===== src/rtl/pc_unit_ras.sv =====
// pc_unit_ras: front-end program counter with stall, PC-relative redirects
// (branch/jump/call) and a circular return-address stack for call/return.
// Redirect priority: stall > ret > call > jump > branch > sequential.
module pc_unit_ras #(
  parameter int              WIDTH     = 32,
  parameter int              INC       = 4,
  parameter int              OFF_W     = 8,
  parameter int              OFF_SHIFT = 2,
  parameter int              DEPTH     = 4,
  parameter logic [WIDTH-1:0] RESET_VEC = '0,
  localparam int             SP_W      = $clog2(DEPTH),
  localparam int             CNT_W     = $clog2(DEPTH+1)
) (
  input  logic             i_clk,
  input  logic             i_reset,
  input  logic             i_stall,
  input  logic             i_branch,
  input  logic             i_jump,
  input  logic             i_call,
  input  logic             i_ret,
  input  logic [OFF_W-1:0] i_offset,
  output logic [WIDTH-1:0] o_pc,
  output logic [WIDTH-1:0] o_pc_seq,
  output logic [CNT_W-1:0] o_ras_count,
  output logic             o_ras_err
);

  logic [WIDTH-1:0]        r_pc;
  logic [SP_W-1:0]         r_sp;      // next slot to write; top is r_sp-1
  logic [CNT_W-1:0]        r_count;
  logic                    r_err;
  logic [WIDTH-1:0]        r_stack [DEPTH];

  logic [WIDTH-1:0]        w_pc_seq;
  logic signed [WIDTH-1:0] w_off_ext;
  logic [WIDTH-1:0]        w_tgt;
  logic [SP_W-1:0]         w_sp_dec;
  logic [WIDTH-1:0]        w_top;
  logic                    w_empty;
  logic                    w_full;
  logic                    w_do_ret;
  logic                    w_do_call;
  logic                    w_do_push;

  logic [WIDTH-1:0]        w_pc_nxt;
  logic [SP_W-1:0]         w_sp_nxt;
  logic [CNT_W-1:0]        w_count_nxt;
  logic                    w_err_nxt;

  // Sequential and relative target addresses; all sums wrap modulo 2^WIDTH.
  assign w_pc_seq  = r_pc + WIDTH'(INC);
  assign w_off_ext = WIDTH'($signed(i_offset));
  assign w_tgt     = w_pc_seq + WIDTH'(w_off_ext <<< OFF_SHIFT);

  assign w_sp_dec  = r_sp - SP_W'(1);
  assign w_top     = r_stack[w_sp_dec];
  assign w_empty   = (r_count == '0);
  assign w_full    = (r_count == CNT_W'(DEPTH));

  // Lower-priority requests are masked off entirely by higher ones.
  assign w_do_ret  = !i_stall && i_ret;
  assign w_do_call = !i_stall && !i_ret && i_call;
  assign w_do_push = !i_reset && w_do_call;

  // Next-state selection for PC and RAS bookkeeping.
  always_comb begin
    w_pc_nxt    = w_pc_seq;
    w_sp_nxt    = r_sp;
    w_count_nxt = r_count;
    w_err_nxt   = r_err;
    if (i_stall) begin
      w_pc_nxt = r_pc;
    end else if (w_do_ret) begin
      if (w_empty) begin
        w_err_nxt = 1'b1;               // underflow: fall through sequentially
      end else begin
        w_pc_nxt    = w_top;
        w_sp_nxt    = w_sp_dec;
        w_count_nxt = r_count - CNT_W'(1);
      end
    end else if (w_do_call) begin
      w_pc_nxt = w_tgt;
      w_sp_nxt = r_sp + SP_W'(1);       // oldest slot is overwritten when full
      if (w_full) w_err_nxt   = 1'b1;
      else        w_count_nxt = r_count + CNT_W'(1);
    end else if (i_jump || i_branch) begin
      w_pc_nxt = w_tgt;
    end
  end

  // Control state register with synchronous reset.
  always_ff @(posedge i_clk) begin
    if (i_reset) begin
      r_pc    <= RESET_VEC;
      r_sp    <= '0;
      r_count <= '0;
      r_err   <= 1'b0;
    end else begin
      r_pc    <= w_pc_nxt;
      r_sp    <= w_sp_nxt;
      r_count <= w_count_nxt;
      r_err   <= w_err_nxt;
    end
  end

  // Return-address storage; contents need no reset, count tracks validity.
  always_ff @(posedge i_clk) begin
    if (w_do_push) r_stack[r_sp] <= w_pc_seq;
  end

  assign o_pc        = r_pc;
  assign o_pc_seq    = w_pc_seq;
  assign o_ras_count = r_count;
  assign o_ras_err   = r_err;

endmodule


===== config.mk =====
export PLATFORM = sky130hd
export DESIGN_NAME = pc_unit_ras
export DESIGN_NICKNAME = d
export VERILOG_FILES = /design/src/rtl/pc_unit_ras.sv
export SDC_FILE = /design/constraint.sdc
export NUM_CORES = 1
export LEC_CHECK = 0
export BUFFER_PORTS_ARGS = -buffer_cell sky130_fd_sc_hd__buf_4
export CORE_AREA = 5 5 146 148
export CTS_CLUSTER_DIAMETER = 200
export DETAILED_ROUTE_END_ITERATION = 8
export DIE_AREA = 0 0 151 153
export PLACE_DENSITY = 0.66
export SLEW_MARGIN = 5
export SYNTH_ARGS = -nofsm -noshare
export SYNTH_HDL_FRONTEND = slang
export SYNTH_SLANG_ARGS = --single-unit

===== constraint.sdc =====
create_clock -name i_clk -period 7.8 [get_ports i_clk]
set_clock_uncertainty 0.1 [all_clocks]
set_input_delay 0.39 -clock i_clk [delete_from_list [all_inputs] [get_ports i_clk]]
set_output_delay 0.39 -clock i_clk [all_outputs]
set_load 0.05 [all_outputs]

==> results.md <==
- Outcome: finished clean
- CTS H-tree depth: 4
- Die X: 151 um
- Pwr dens: 253 nW/um^2
- Logic pwr share: 30.2%
- Pint: 1770 uW
- Synthesis-to-finish area growth: 15.4%
- Largest cells by area after synthesis: edfxtp_1, dfxtp_1, mux4_2
- Primary FF master, synth: edfxtp_1
- CTS Buffer Depth: 2
- Fmax: 219 MHz
- GRT Resource Usage Total: 22.4%
- Clock transition at path regs: 0.07 ns
- Max Cap Viol: 0
- Post-synth cell types: 82
- Part of the power in registers: 38.3%
- Synth warnings: 0
- Pins Over Slew Limit: 0
- Post-Syn Nets: 871
- Clock Latency Late Sink: 0.43 ns
- CTS tree: yes
- Most frequent cell after synthesis: edfxtp_1
- Cell area after synthesis: 9330 um^2
- Ant. Diodes: 0
- Cts hold-fix bufs: 0
- Seq/Total Area, Yosys: 49.4%
- R2r startpoint: o_pc[7]$_SDFFE_PP0N_
- Worst Path Max Fanout: 7
- Post-layout minimum cycle time: 4.57 ns
- Largest net degree at the start of global routing: 37
- CTS buffer count: 17
- Fin worst setup slack: 3.23 ns
- Slew headroom: 31.9%
- Crit path kind: register to register
- Worst min path class: input port to register
- Pre-antenna DRT Iters: 5
- Initial antenna violation count: 0
- GRT overflow: 0
- Number of port buffers: 82
- Share of cells above drive strength 1: 20.6%
- Die Footprint: 23100 um^2
- Final wirelength: 25400 um
- RSZ-0062 raised after global routing: no
- Post-synth top cells: edfxtp_1, nand2_1, nor2_1
- Antenna-violating nets left: 0
- Post-Syn Instances: 814
- Area share of the largest cell type after synthesis: 41.2%
- Root buf cell: clkbuf_16
- Vias/cell: 5.95
- CP arrival: 4.78 ns
- Worst slew pin tran: 1.02 ns
- Max IR drop VDD: 0.000168 V
- Core area: 19900 um^2
- Starting density of the core: 46.8%
- First-pass GRT wire length: 39800 um
- Vias after detailed routing: 6918
- Row count: 52
- Fin Setup TNS: 0 ns
- Critical path required time: 8.01 ns
- Clock group share of total power: 31.5%
- Final Hold Viols: 0
- Post-CTS Setup Inserts: 0
- Cell taking the most area after synthesis: edfxtp_1
- Die Y: 153 um
- Pre-CTS setup slack: 3.37 ns
- CTS Sinks: 166
- EDFF count, synth: 128
- CP Capture Type: register
- Detailed placement HPWL: 17100 um
- Post-synth ARST share: 0%
- Switch Pwr: 943 uW
- #FFs+latches synth: 166
- GP Congestion: 0.879
- Pleak: 0.00414 uW
- Synthesized area per cell: 11.5 um^2
- WL/cell: 21.8 um
- CP Launch Point: o_pc[7]$_SDFFE_PP0N_
- Final nets: 937
- Fin crit share: 58.6%
- Post-route cell area: 10800 um^2
- Switching fraction of total power: 34.7%
- Vias in the first global route: 6882
- # IOs: 83
- Hold Crit Start: i_reset
- DRT iter0 DRCs: 569
- DP Area: 10200 um^2
- Post-CTS Resized: 0
- CP Launch Type: register
- # DRC: 0
- Setup violators final: 0
-- final timing paths --
check / endpoint / slack [ns] / cells after the start
worst min register to register: o_ras_err$_SDFFE_PP0P_ / 0.39 / 2
worst max-delay path: o_pc[31]$_SDFFE_PP0N_ / 3.23 / 15
worst max register to register: o_pc[31]$_SDFFE_PP0N_ / 3.23 / 15
worst min-delay path: o_ras_count[2]$_SDFFE_PP0P_ / 0.28 / 2
-- cell type report --
class                      instances  area [um^2]
inverter                          22         82.6
clock buffer                      19          453
clock inverter                    13          146
multi-input combinational        583         4460
fill                            1778         9150
tap                              270          338
sequential                       166         4610
timing repair buffer              90          676
-- kinds of logic after synthesis --
logic type / synth area share [%]
and+or+nand+nor: 13.0
buffers and inverters: 2.95
adders and majority gates: 5.80
muxes: 8.48
xor gates and xnor gates: 5.45
AOI/OAI and AO/OA: 15.0
DFF: 49.4
-- sequential cells by signal (all words and copies together), names as in the netlist --
signal	cells
r_sp	2
o_ras_err	1
o_pc	32
o_ras_count	3
r_stack	128
-- worst max-delay path: stages (launching register included) --
cell	delay, ns
dfxtp_1	0.45
and4_1	0.30
nand4_4	0.20
nor3_1	0.45
and2_2	0.28
nand3_1	0.10
xnor2_1	0.49
ha_1	0.39
and2_2	0.25
a22o_1	0.20
a311o_1	0.32
a211o_1	0.33
mux2i_1	0.17
o31a_1	0.21
o2bb2ai_1	0.13
nand3_1	0.07
-- through the flow --
step                      util [%]  hold WS, ns  total power (uW)  cells
final                         54.0        0.275              2720   1163
after global routing          54.0        0.276              2840   1163
after CTS                     54.0        0.254              2730   1163
after detailed placement      51.0        0.380              1870   1131
after global placement        51.0        0.379              1870   1131
after floorplan                  -        0.459              1650    814
-- cells in the final DEF (no fill, tap or decap), types with 3 or more instances in the layout --
cell	netlist	final
a221o_1	3	3
buf_4	4	90
inv_6	0	3
dfxtp_1	38	37
a21oi_1	55	55
a211oi_1	19	19
xor2_1	29	29
a31oi_1	9	9
nand4_1	10	10
and2_2	2	6
and3_1	8	8
nand3_1	32	32
and2_1	8	4
clkinv_4	0	4
a21o_1	21	21
clkbuf_16	0	17
a211o_1	3	3
a21boi_0	3	3
o21ai_0	28	28
a22o_1	5	5
mux2i_1	7	7
o21bai_1	4	4
a221oi_1	6	6
o21a_1	3	3
o211ai_1	8	8
ha_1	40	40
xnor2_1	29	29
edfxtp_1	128	128
and4_1	8	8
nand2_1	74	74
inv_1	21	21
nor2_1	63	63
mux4_2	31	31
nor3_1	18	17
-- power by group through the flow --
stage / clock network (uW) / registers [uW] / logic (uW)
after global routing: 908 / 1050 / 882
after detailed placement: 0 / 1060 / 816
after floorplan: 0 / 1130 / 518
final: 856 / 1040 / 821
after CTS: 870 / 1040 / 820
after global placement: 0 / 1060 / 810
-- routing by layer --
layer	share of wire (%)	track usage, %	wire, um	up-vias
met5	0	0	0	-
met1	45	31.6	11300	3396
met4	1.8	6.35	468	0
met2	47	35.2	11900	253
met3	6.6	4.65	1670	31
li1	-	-	-	3238
Power figures use the tool's default switching activity.
